===== config.mk =====
export PLATFORM = sky130hd
export DESIGN_NAME = iiitb_elc_call_sched
export DESIGN_NICKNAME = d
export VERILOG_FILES = /design/src/rtl/iiitb_elc_call_sched.sv
export SDC_FILE = /design/constraint.sdc
export NUM_CORES = 1
export LEC_CHECK = 0
export CAP_MARGIN = 15
export CORE_UTILIZATION = 56
export CTS_BUF_LIST = sky130_fd_sc_hd__clkbuf_16
export CTS_CLUSTER_DIAMETER = 100
export CTS_CLUSTER_SIZE = 24
export DETAILED_ROUTE_END_ITERATION = 6
export DONT_BUFFER_PORTS = 1
export GPL_ROUTABILITY_DRIVEN = 0
export HOLD_SLACK_MARGIN = 0.05
export PLACE_DENSITY = 0.71
export SLEW_MARGIN = 30
export SYNTH_ARGS = -nofsm -noshare
export SYNTH_HDL_FRONTEND = slang
export SYNTH_SLANG_ARGS = --single-unit
export TNS_END_PERCENT = 1

===== constraint.sdc =====
create_clock -name clk -period 6.3 [get_ports clk]
set_input_delay 0.945 -clock clk [delete_from_list [all_inputs] [get_ports clk]]
set_output_delay 0.945 -clock clk [all_outputs]
set_load 0.005 [all_outputs]

===== src/rtl/iiitb_elc_call_sched.sv =====
// Hall/car call scheduler for the iiitb_elc elevator controller.
// Latches button presses, picks the next target with SCAN ordering, and holds a
// one-hot request until the controller reports complete.
// Optional home-return request is enabled by defining ELC_HOME_RETURN_EN.
module iiitb_elc_call_sched #(
  parameter int unsigned TIMEOUT_CYCLES   = 64,
  parameter int unsigned DWELL_CYCLES     = 2,
  parameter int unsigned HOME_IDLE_CYCLES = 32
) (
  input  logic       clk,
  input  logic       reset,
  input  logic [7:0] call_btn,
  input  logic [7:0] out_current_floor,
  input  logic       complete,
  input  logic       door_alert,
  input  logic       weight_alert,
  output logic [7:0] request_floor,
  output logic       req_valid,
  output logic [7:0] pending,
  output logic       scan_up,
  output logic       stall_alert,
  output logic       floor_err
);

  typedef enum logic [1:0] {StIdle, StWait, StStall, StDwell} state_e;

  localparam logic [7:0] TimeoutLast = 8'(TIMEOUT_CYCLES - 1);
  localparam logic [7:0] DwellLast   = 8'(DWELL_CYCLES - 1);
`ifdef ELC_HOME_RETURN_EN
  localparam logic [7:0] HomeLast    = 8'(HOME_IDLE_CYCLES - 1);
`endif

  state_e     state_q, state_d;
  logic [7:0] timer_q, timer_d;
  logic [7:0] req_q, req_d;
  logic [7:0] pending_q, pending_d;
  logic       scan_up_q, scan_up_d;
  logic       stall_q, stall_d;
  logic       floor_err_q, floor_err_d;
`ifdef ELC_HOME_RETURN_EN
  logic [7:0] idle_q, idle_d;
`endif

  logic [7:0] clr;
  logic [7:0] cand, above, below, c_up, c_dn, lo_up, hi_dn, sel;
  logic       sel_dir;

  // State and datapath registers, synchronous reset.
  always_ff @(posedge clk) begin
    if (reset) begin
      state_q     <= StIdle;
      timer_q     <= '0;
      req_q       <= '0;
      pending_q   <= '0;
      scan_up_q   <= 1'b1;
      stall_q     <= 1'b0;
      floor_err_q <= 1'b0;
`ifdef ELC_HOME_RETURN_EN
      idle_q      <= '0;
`endif
    end else begin
      state_q     <= state_d;
      timer_q     <= timer_d;
      req_q       <= req_d;
      pending_q   <= pending_d;
      scan_up_q   <= scan_up_d;
      stall_q     <= stall_d;
      floor_err_q <= floor_err_d;
`ifdef ELC_HOME_RETURN_EN
      idle_q      <= idle_d;
`endif
    end
  end

  // SCAN selection: nearest call ahead in the travel direction, else reverse.
  always_comb begin
    above = '0;
    below = '0;
    for (int i = 0; i < 8; i++) begin
      for (int j = 0; j < 8; j++) begin
        if (out_current_floor[j] && (j < i)) above[i] = 1'b1;
        if (out_current_floor[j] && (j > i)) below[i] = 1'b1;
      end
    end
    cand  = pending_q & ~out_current_floor;
    c_up  = cand & above;
    c_dn  = cand & below;
    lo_up = '0;
    hi_dn = '0;
    for (int i = 7; i >= 0; i--) begin
      if (c_up[i]) lo_up = 8'b1 << i;
    end
    for (int i = 0; i < 8; i++) begin
      if (c_dn[i]) hi_dn = 8'b1 << i;
    end
    if (scan_up_q) begin
      sel     = (lo_up != '0) ? lo_up : hi_dn;
      sel_dir = (lo_up != '0);
    end else begin
      sel     = (hi_dn != '0) ? hi_dn : lo_up;
      sel_dir = (hi_dn == '0);
    end
  end

  // Next-state and datapath update.
  always_comb begin
    state_d   = state_q;
    timer_d   = timer_q;
    req_d     = req_q;
    scan_up_d = scan_up_q;
    stall_d   = stall_q;
    clr       = '0;
`ifdef ELC_HOME_RETURN_EN
    idle_d    = '0;
`endif
    unique case (state_q)
      StIdle: begin
        // Calls at the floor we are standing on are served implicitly.
        clr = out_current_floor;
        if ((cand != '0) && !floor_err_q && (sel != '0)) begin
          req_d     = sel;
          scan_up_d = sel_dir;
          timer_d   = '0;
          state_d   = StWait;
        end
`ifdef ELC_HOME_RETURN_EN
        else if ((pending_q == '0) && (call_btn == '0) && (out_current_floor != 8'h01) &&
                 !floor_err_q) begin
          if (idle_q == HomeLast) begin
            req_d   = 8'h01;
            timer_d = '0;
            state_d = StWait;
          end else begin
            idle_d = idle_q + 8'd1;
          end
        end
`endif
      end
      StWait: begin
        if (complete) begin
          clr     = req_q;
          req_d   = '0;
          timer_d = '0;
          state_d = StDwell;
        end else if (!door_alert && !weight_alert) begin
          if (timer_q == TimeoutLast) begin
            stall_d = 1'b1;
            state_d = StStall;
          end else begin
            timer_d = timer_q + 8'd1;
          end
        end
      end
      StStall: begin
        if (complete) begin
          clr     = req_q;
          req_d   = '0;
          stall_d = 1'b0;
          timer_d = '0;
          state_d = StDwell;
        end
      end
      StDwell: begin
        if (timer_q == DwellLast) begin
          timer_d = '0;
          state_d = StIdle;
        end else begin
          timer_d = timer_q + 8'd1;
        end
      end
      default: state_d = StIdle;
    endcase
    // Clear beats a same-cycle press of the same floor.
    pending_d   = (pending_q | call_btn) & ~clr;
    floor_err_d = (out_current_floor == '0) ||
                  ((out_current_floor & (out_current_floor - 8'd1)) != '0);
  end

  // Outputs come straight from registers.
  always_comb begin
    request_floor = req_q;
    req_valid     = (req_q != '0);
    pending       = pending_q;
    scan_up       = scan_up_q;
    stall_alert   = stall_q;
    floor_err     = floor_err_q;
  end

endmodule


==> metrics.md, run 1 <==
| Metric | Value |
|---|---|
| Outcome | finished clean |
| DP HPWL | approximately 4400 um |
| Clock sinks | 29 |
| Most common cell after layout, fill and taps aside | dfxtp_1 |
| Dominant synthesized flop cell | dfxtp_1 |
| Die area | 4280 um^2 |
| CP required | approximately 6.5 ns |
| Core area | 3770 um^2 |
| First DRT Iteration DRCs | roughly 250 |
| Num CTS Buffers | 5 |
| Worst-margin pin slew | approximately 0.96 ns |
| Post-synth EDFFs | 0 |
| Pin count of the biggest net entering global routing | 26 |
| Vias | ~2.2k |
| Post-CTS Hold Buffers | 0 |
| Clock Path Buffers | 2 |
| CP Class | in2reg |
| Async SR Flop Fraction | 0 |
| Total GRT Usage | 0.293 |
| Gr ovfl total | 0 |
| Synth warnings | 0 |
| Utilization after layout | 0.626 |
| WL final | around 6000 um |
| Crit Path Max Fanout | 25 |
| Leak pwr | ~0.00084 uW |
| CTS H-Tree Depth | 2 |
| Setup Skew | approximately 0.0047 ns |
| Unrepaired setup endpoints after global routing | no |
| Initial antenna violation count | 0 |
| Final hold viol count | 0 |
| CTS root buf | clkbuf_16 |
| P&R area growth vs syn | 4.72% |
| PwrDens | ~340 nW/um^2 |
| DRC viols | 0 |
| Cell Area, Synth | between 2000 and 2500 um^2 |
| IO Count | between 40 and 50 |
| Synth Instances | 287 |
| Total setup buffers inserted after CTS | 0 |
| Pre-Repair DR Iteration Count | 4 |
| Skew-Pair Late Insertion Delay | 0.27 ns |
| Commonest non-fill, non-tap cells in the layout | 29 x dfxtp_1, 28 x o21ai_0, 23 x a21oi_1 |
| Sequential fraction of the synthesis area | 0.257 |
| Max Cap Viol | 0 |
| Arrival time at the worst endpoint | between 3 and 4 ns |
| Worst setup EP type | register |
| Fin Setup TNS | 0 ns |
| Slew Limit Headroom | 0.354 |
| Initial Util | 0.598 |
| CTS tree | done |
| Max Fclk | 302 MHz |
| Share of cells above drive strength 1 | 0.101 |
| Chip Height | approximately 65 um |
| First-pass GRT wire length | around 9700 um |
| Min Tclk post-route | between 3 and 4 ns |
| Clock-pin slew on the worst setup and hold paths | about 0.050 ns |
| Overall die width | 65.5 um |
| Period utilization | 0.526 |
| Hold Slack | 0.466 ns |
| Drt wl/cell | 18.4 um |
| Post_cts resized | 0 |
| Synth cell types | between 60 and 70 |
| # setup viols final | 0 |
| Avg Inst Size Synth | approximately 7.9 um^2 |
| Vias per cell | approximately 6.9 |
| Routed Antenna Nets | 0 |
| Vias in the first global route | around 2k |
| Syn nets | between 300 and 400 |
| I/O Buffers | 0 |
| Hold Crit Class | reg2reg |
| Register bit total from synthesis | 29 |
| NumNets Final | between 300 and 400 |
| Final slew viol count | 0 |
| Ant. Diodes | 0 |
| Rows | 22 |
| Crit start category | primary input |
| Peak VDD IR | around 0.23 mV |
worst max-delay path, stage by stage:
cell	delay, ns
or4_4	0.54
a21o_1	0.18
a311oi_2	0.34
nand3_2	0.17
o221a_1	0.30
and4bb_4	0.29
or3_4	0.42
o41ai_1	0.29
metal layers:
layer,global-route usage,up-vias,routed length [um]
met4,0.0924,0,138
met2,0.486,74,2870
met3,0.0469,14,297
met1,0.384,1052,2670
met5,0,-,0
li1,-,1090,-
per-stage QoR:
step / instance area, um^2 / setup WS [ns] / total power, uW / cells
6_report: 2360 / 2.99 / 796 / 324
5_1_grt: 2360 / 2.85 / 848 / 324
4_1_cts: 2360 / 3.02 / 788 / 324
3_5_place_dp: 2220 / 2.76 / 573 / 316
3_3_place_gp: 2220 / 2.77 / 570 / 316
2_1_floorplan: 2250 / 2.89 / 522 / 287
power breakdown:
| part | switching, uW | total, uW | internal (uW) | leakage (uW) |
|---|---|---|---|---|
| clock | 75.1 | 216 | 141 | 0.0000776 |
| combinational | 224 | 352 | 127 | 0.000525 |
| sequential | 25.7 | 228 | 202 | 0.000236 |
| total | 325 | 796 | 471 | 0.000839 |
logic make-up after synthesis:
family | count (synthesis) | synth area share
buffers and inverters | 29 | 0.0566
adder cells (fa/ha/maj) | 8 | 0.0433
AND/OR/NAND/NOR | 105 | 0.271
flip-flops | 29 | 0.257
AO/OA/AOI/OAI | 116 | 0.371
final cells by class:
type / count / area (um^2)
clock buffer: 5 / 125
clock inverter: 3 / 11.3
fill: 335 / 1410
inverter: 10 / 37.5
multi-input combinational: 229 / 1550
sequential: 29 / 581
tap: 48 / 60.1
state kept, by name (all words and copies together) (netlist names):
name	cells
floor_err	1
pending	8
request_floor	8
scan_up	1
stall_alert	1
state_q	2
timer_q	8
Yosys cell counts, drive strengths merged, types with 3 or more instances:
library cell,n,share of area
nand2b,8,0.022
o311ai,7,0.027
o21bai,3,0.010
o221a,9,0.045
a22oi,8,0.027
dfxtp,29,0.26
o41ai,3,0.012
a21oi,23,0.051
nand2,15,0.025
ha,7,0.039
and2,4,0.011
o21ai,31,0.074
o21a,5,0.017
a31oi,3,0.0083
and3,4,0.011
nor4,6,0.017
inv,10,0.017
nor2,21,0.038
clkbuf,15,0.026
o22ai,3,0.0083
buf,4,0.014
nand3,11,0.027
a221oi,3,0.017
nor3,5,0.011
or4,8,0.030
nor2b,8,0.022
nand3b,3,0.010
worst paths after layout:
kind | startpoint | to | slack [ns] | cells past startpoint
max reg2reg | pending[3] | state_q[0] | 3.28 | 7
max | out_current_floor[6] | timer_q[7] | 2.99 | 8
min | timer_q[7] | timer_q[7] | 0.47 | 1
min reg2reg | timer_q[7] | timer_q[7] | 0.47 | 1
(Power assumes the default switching activity.)
==> run 2: changes to the inputs <==
--- a/config.mk
+++ b/config.mk
@@ -14,7 +14,7 @@
 export DONT_BUFFER_PORTS = 1
 export GPL_ROUTABILITY_DRIVEN = 0
 export HOLD_SLACK_MARGIN = 0.05
-export PLACE_DENSITY = 0.71
+export PLACE_DENSITY = 0.74
 export SLEW_MARGIN = 30
 export SYNTH_ARGS = -nofsm -noshare
 export SYNTH_HDL_FRONTEND = slang
==> constraint.sdc (replaced) <==
create_clock -name clk -period 2.8 [get_ports clk]
set_input_delay 0.42 -clock clk [delete_from_list [all_inputs] [get_ports clk]]
set_output_delay 0.42 -clock clk [all_outputs]
set_load 0.005 [all_outputs]
==> metrics.md, run 2 (synthesis results as in run 1) <==
| Metric | Value |
|---|---|
| IO Count | 41 (unchanged) |
| Worst-margin pin slew | 0.555 ns (was 0.959 ns) |
| Pre-Repair DR Iteration Count | 5 (was 4) |
| I/O Buffers | 0 (unchanged) |
| CTS tree | done (unchanged) |
| Comb power frac | 0.499 (was 0.442) |
| Outcome | finished clean (unchanged) |
| Flop pwr share | 0.249 (was 0.286) |
| Commonest non-fill, non-tap cells in the layout | 32 x buf_4, 29 x dfxtp_1, 28 x o21ai_0 (was 29 x dfxtp_1, 28 x o21ai_0, 23 x a21oi_1) |
| # setup viols final | 0 (unchanged) |
| Crit start category | primary input (unchanged) |
| Vias | 2,406 (was 2,230) |
| Min Tclk post-route | 2.69 ns |
| First DRT Iteration DRCs | 263 (was 247) |
| CP delay by family, top | compound AO/OA/AOI/OAI gates (was simple AND/OR/NAND/NOR gates) |
| # fillers | 304 (was 335) |
| Sw Share | 0.396 (was 0.409) |
| Rows | 22 (unchanged) |
| Max Fclk | ~370 MHz |
| Chip Height | 65.5 um (unchanged) |
| Hold Crit Class | in2reg (was reg2reg) |
| Leak pwr | 0.000998 uW (was 0.000839 uW) |
| Setup Skew | 0.00379 ns (was 0.00465 ns) |
| CP Class | in2reg (unchanged) |
| Crit path cell chain | or4_4, a21o_1, a311oi_2, nand3_2, o221a_1, and4bb_4, buf_4, o311ai_0, o41ai_1 (was or4_4, a21o_1, a311oi_2, nand3_2, o221a_1, and4bb_4, or3_4, o41ai_1) |
| Worst Setup SP | out_current_floor[6] (unchanged) |
| Total setup buffers inserted after CTS | 0 (unchanged) |
| Vias per cell | 6.76 (was 6.88) |
| Share of cells above drive strength 1 | 0.214 (was 0.101) |
| Total GRT Usage | 0.331 (was 0.293) |
| Worst hold endpoint | state_q[1] (was timer_q[7]) |
| R2R Path End | timer_q[7] (was state_q[0]) |
| Worst stage delay on the critical path | 0.51 ns (was 0.54 ns) |
| CTS root buf | clkbuf_16 (unchanged) |
| Post_cts resized | 0 (unchanged) |
| DRC viols | 0 (unchanged) |
| Clock Path Buffers | 2 (unchanged) |
| NumNets Final | 335 (was 303) |
| WL final | 6570 um (was 5980 um) |
| Int Pwr | 1200 uW (was 471 uW) |
| Skew-Pair Late Insertion Delay | 0.28 ns (was 0.27 ns) |
| Final worst slack | 0.110 ns (was 2.99 ns) |
| Clock-pin slew on the worst setup and hold paths | 0.05 ns (about the same) |
| Crit Path Max Fanout | 15 (was 25) |
| CTS H-Tree Depth | 2 (unchanged) |
| Routed Antenna Nets | 0 (unchanged) |
| Overall die width | 65.5 um (unchanged) |
| Psw | 791 uW (was 325 uW) |
| Gr ovfl total | 0 (unchanged) |
| Worst setup EP type | register (unchanged) |
| Hold Path Origin | reset (was timer_q[7]) |
| Final slew viol count | 0 (unchanged) |
| Worst Hold Depth | 1 (unchanged) |
| Place WS | -0.116 ns (was 2.76 ns) |
| Period utilization | 0.961 |
| Post-CTS Hold Buffers | 0 (unchanged) |
| Worst r2r path cells | 10 (was 7) |
| Unrepaired setup endpoints after global routing | no (unchanged) |
| Arrival time at the worst endpoint | 2.83 ns (was 3.48 ns) |
| Worst path buffer plus inverter count | 1 (was 0) |
| Reg2reg start | pending[4] (was pending[3]) |
| Clk network pwr share | 0.253 (was 0.272) |
| DP HPWL | 4890 um (was 4430 um) |
| Slew Limit Headroom | 0.626 (was 0.354) |
| Max Cap Viol | 0 (unchanged) |
| CP required | 2.94 ns (was 6.47 ns) |
| Num CTS Buffers | 5 (unchanged) |
| Core area | 3770 um^2 (unchanged) |
| Peak VDD IR | 0.470 mV (was 0.233 mV) |
| First-pass GRT wire length | 10,700 um (was 9750 um) |
| Worst reg2reg setup slack | 0.22 ns (was 3.28 ns) |
| Clock sinks | 29 (unchanged) |
| Utilization after layout | 0.695 (was 0.626) |
| P&R area growth vs syn | 16.3% (was 4.72%) |
| Initial Util | 0.598 (unchanged) |
| Most common cell after layout, fill and taps aside | buf_4 (was dfxtp_1) |
| Drt wl/cell | 18.4 um (about the same) |
| Vias in the first global route | 2,212 (was 2,031) |
| PwrDens | 760 nW/um^2 (was 337 nW/um^2) |
| Slowest-stage cell, CP | or4_4 (unchanged) |
| Die area | 4280 um^2 (unchanged) |
| Initial antenna violation count | 0 (unchanged) |
| Ant. Diodes | 0 (unchanged) |
| Pin count of the biggest net entering global routing | 20 (was 26) |
| Final hold viol count | 0 (unchanged) |
==> run 2: layer usage <==
layer | vias up | wire, um | GRT usage
met1 | 1109 | 3030 | 0.452
li1 | 1159 | - | -
met3 | 17 | 545 | 0.0851
met2 | 121 | 2850 | 0.483
met5 | - | 0 | 0
met4 | 0 | 140 | 0.152
==> run 2: worst max-delay path by stage <==
| stage | cells after the start | endpoint | slack, ns |
|---|---|---|---|
| after floorplan | 10 | request_floor[2] | -0.04 |
| after global placement | 8 | timer_q[7] | -0.04 |
| after detailed placement | 8 | timer_q[7] | -0.12 |
| after CTS | 7 | state_q[0] | 0.10 |
| after global routing | 9 | state_q[0] | 0.02 |
| final | 9 | timer_q[7] | 0.11 |
==> run 2: through the flow <==
stage	power [uW]	setup TNS [ns]	cells	instance area (um^2)	hold slack (ns)
global route	2110	0	356	2620	0.209
CTS	1970	0	356	2610	0.205
finish	1990	0	356	2620	0.212
global placement	1440	-0.0913	348	2470	0.452
floorplan	1180	-0.106	287	2260	0.428
detailed placement	1460	-1.02	348	2470	0.457
==> run 2: power groups by stage <==
stage	Sequential [uW]	Combinational, uW	Clock, uW
floorplan	497	682	0
global placement	502	942	0
detailed placement	503	955	0
CTS	494	968	512
global route	502	1080	528
finish	496	994	504
==> run 2: final cells by class <==
cell class / count / area (um^2) / area share
clock inverters: 3 / 12.5 / 0.00477
well taps: 48 / 60.1 / 0.0229
flip-flops and latches: 29 / 581 / 0.221
clock buffers: 5 / 125 / 0.0477
repair buffers: 32 / 240 / 0.0916
multi-input cells: 229 / 1570 / 0.597
inverters: 10 / 37.5 / 0.0143
==> run 3: changes to the inputs <==
--- a/config.mk
+++ b/config.mk
@@ -15,6 +15,7 @@
 export GPL_ROUTABILITY_DRIVEN = 0
 export HOLD_SLACK_MARGIN = 0.05
 export PLACE_DENSITY = 0.74
+export REMOVE_ABC_BUFFERS = 1
 export SLEW_MARGIN = 30
 export SYNTH_ARGS = -nofsm -noshare
 export SYNTH_HDL_FRONTEND = slang
==> metrics.md, run 3 (synthesis results as in run 1) <==
| Metric | Value |
|---|---|
| Vias | 2,414 (was 2,406) |
| Wire length on met1 | 2970 um (was 3030 um) |
| Pre-Repair DR Iteration Count | 5 (unchanged) |
| DP HPWL | 4840 um (was 4890 um) |
| CP Class | reg2reg (was in2reg) |
| CTS H-Tree Depth | 2 (unchanged) |
| Total GRT Usage | 0.322 (was 0.331) |
| Clock Path Buffers | 2 (unchanged) |
| Slowest-stage cell, CP | or3_4 (was or4_4) |
| Num CTS Buffers | 5 (unchanged) |
| First-pass GRT wire length | 10,500 um (was 10,700 um) |
| Gr ovfl total | 0 (unchanged) |
| Ant. Diodes | 0 (unchanged) |
| Hold Path Origin | reset (unchanged) |
| # setup viols final | 0 (unchanged) |
| CP required | 2.95 ns (was 2.94 ns) |
| CTS root buf | clkbuf_16 (unchanged) |
| PwrDens | 771 nW/um^2 (was 760 nW/um^2) |
| Final hold viol count | 0 (unchanged) |
| Crit start category | register (was primary input) |
| Worst-margin pin slew | 0.707 ns (was 0.555 ns) |
| Core area | 3770 um^2 (unchanged) |
| I/O Buffers | 0 (unchanged) |
| Clock-pin slew on the worst setup and hold paths | 0.05 ns (about the same) |
| Hold Crit Class | in2reg (unchanged) |
| Slew Limit Headroom | 0.524 (was 0.626) |
| Max Fclk | 371 MHz (was 372 MHz) |
| Met3 Wirelength | 748 um (was 545 um) |
| Unrepaired setup endpoints after global routing | no (unchanged) |
| P&R area growth vs syn | 16.1% (was 16.3%) |
| Share of cells above drive strength 1 | 0.207 (was 0.214) |
| Power Total | 2020 uW (was 1990 uW) |
| Rows | 22 (unchanged) |
| Overall die width | 65.5 um (unchanged) |
| Worst r2r path cells | 8 (was 10) |
| Seq. cell area | 581 um^2 (unchanged) |
| Leak pwr | 0.000999 uW (was 0.000998 uW) |
| Drt wl/cell | 18.4 um (about the same) |
| Multi-input logic area | 1550 um^2 (was 1570 um^2) |
| Worst hold endpoint | request_floor[5] (was state_q[1]) |
| Die area | 4280 um^2 (unchanged) |
| # fillers | 306 (was 304) |
| Clock sinks | 29 (unchanged) |
| WL final | 6560 um (was 6570 um) |
| Vias per cell | 6.76 (about the same) |
| Min Tclk post-route | 2.70 ns (was 2.69 ns) |
| Routed Antenna Nets | 0 (unchanged) |
| Skew-Pair Late Insertion Delay | 0.27 ns (was 0.28 ns) |
| Max Cap Viol | 0 (unchanged) |
| Commonest non-fill, non-tap cells in the layout | 34 x buf_4, 29 x dfxtp_1, 28 x o21ai_0 (was 32 x buf_4, 29 x dfxtp_1, 28 x o21ai_0) |
| Pin count of the biggest net entering global routing | 20 (unchanged) |
| Initial antenna violation count | 0 (unchanged) |
| Initial Util | 0.598 (unchanged) |
| Period utilization | 0.964 (was 0.961) |
| Worst path buffer plus inverter count | 0 (was 1) |
| IO Count | 41 (unchanged) |
| CTS tree | done (unchanged) |
| Worst reg2reg setup slack | 0.10 ns (was 0.22 ns) |
| CP delay by family, top | simple AND/OR/NAND/NOR gates (was compound AO/OA/AOI/OAI gates) |
| Worst setup EP type | register (unchanged) |
| Post-route cell area | 2620 um^2 (about the same) |
| Final slew viol count | 0 (unchanged) |
| Crit path cell chain | and2b_1, nor3_1, o2111ai_2, a32oi_1, a22o_1, and4bb_4, or3_4, o41ai_1 (was or4_4, a21o_1, a311oi_2, nand3_2, o221a_1, and4bb_4, buf_4, o311ai_0, o41ai_1) |
| Setup Skew | 0.00442 ns (was 0.00379 ns) |
| First DRT Iteration DRCs | 256 (was 263) |
| Dpl cell area | 2480 um^2 (was 2470 um^2) |
| Reg2reg start | pending[5] (was pending[4]) |
| R2R Path End | timer_q[2] (was timer_q[7]) |
| Outcome | finished clean (unchanged) |
| Arrival time at the worst endpoint | 2.85 ns (was 2.83 ns) |
| Worst Hold Depth | 1 (unchanged) |
| Crit Path Max Fanout | 15 (unchanged) |
| Vias in the first global route | 2,165 (was 2,212) |
| NumNets Final | 337 (was 335) |
| Most common cell after layout, fill and taps aside | buf_4 (unchanged) |
| Chip Height | 65.5 um (unchanged) |
| Routed wl met2 | 2760 um (was 2850 um) |
| Peak VDD IR | 0.492 mV (was 0.470 mV) |
| Worst stage delay on the critical path | 0.41 ns (was 0.51 ns) |
| Top Metal Used | met4 (unchanged) |
| DRC viols | 0 (unchanged) |
==> run 3: cell types whose count changed in the layout (fill, tap and decap cells not counted), sizes merged <==
| cell | previous run | this run |
|---|---|---|
| clkinv | 3 | 1 |
| buf | 32 | 34 |
| inv | 10 | 11 |
==> run 3: final cells by class <==
cell class / instances / share of cell area
clock buffer: 5 / 0.0478
clock inverter: 2 / 0.00287
inverter: 10 / 0.0143
multi-input combinational: 229 / 0.593
sequential: 29 / 0.222
tap: 48 / 0.0229
timing repair buffer: 34 / 0.0975
==> run 3: how the worst max path moves through the flow <==
stage,to,slack [ns],startpoint,cells past startpoint
floorplan,timer_q[7],-0.07,out_current_floor[6],8
global placement,timer_q[2],-0.08,out_current_floor[6],8
detailed placement,timer_q[2],-0.12,out_current_floor[6],8
CTS,state_q[0],0.03,pending[2],7
global route,timer_q[7],0.01,pending[7],8
finish,timer_q[2],0.10,pending[5],8
==> run 3: per-layer routing <==
metal / up-vias / track usage
met4: 0 / 0.0951
met2: 171 / 0.465
li1: 1157 / -
met3: 11 / 0.0903
met1: 1075 / 0.459
met5: - / 0
==> run 3: worst register-to-register path: stages, from the launching register on <==
cell and delay (ns):
dfxtp_1 0.30, and2b_1 0.17, nor3_1 0.34, o2111ai_2 0.27, a32oi_1 0.34, a22o_1 0.19, and4bb_4 0.24, or3_4 0.41
o41ai_1 0.30
==> run 3: what timing repair did <==
item	in CTS	in global routing
resized for setup	0	3
hold buffers	0	0
endpoints found under the setup margin	0	16
buffers inserted	0	0
==> run 3: stage by stage <==
stage | setup WS, ns | util | setup TNS [ns] | instances | hold slack, ns
after floorplan | -0.0677 | - | -0.0744 | 268 | 0.428
after global placement | -0.0849 | 0.658 | -0.373 | 350 | 0.448
after detailed placement | -0.123 | 0.658 | -0.560 | 350 | 0.458
after CTS | 0.0309 | 0.693 | 0 | 357 | 0.210
after global routing | 0.0114 | 0.694 | 0 | 357 | 0.209
final | 0.101 | 0.694 | 0 | 357 | 0.219
==> run 3: where the power goes <==
part,switching [uW],internal (uW),leakage (uW)
Combinational,580,457,0.000694
Clock,169,316,0.0000685
Sequential,41.3,454,0.000236
Total,790,1230,0.000999
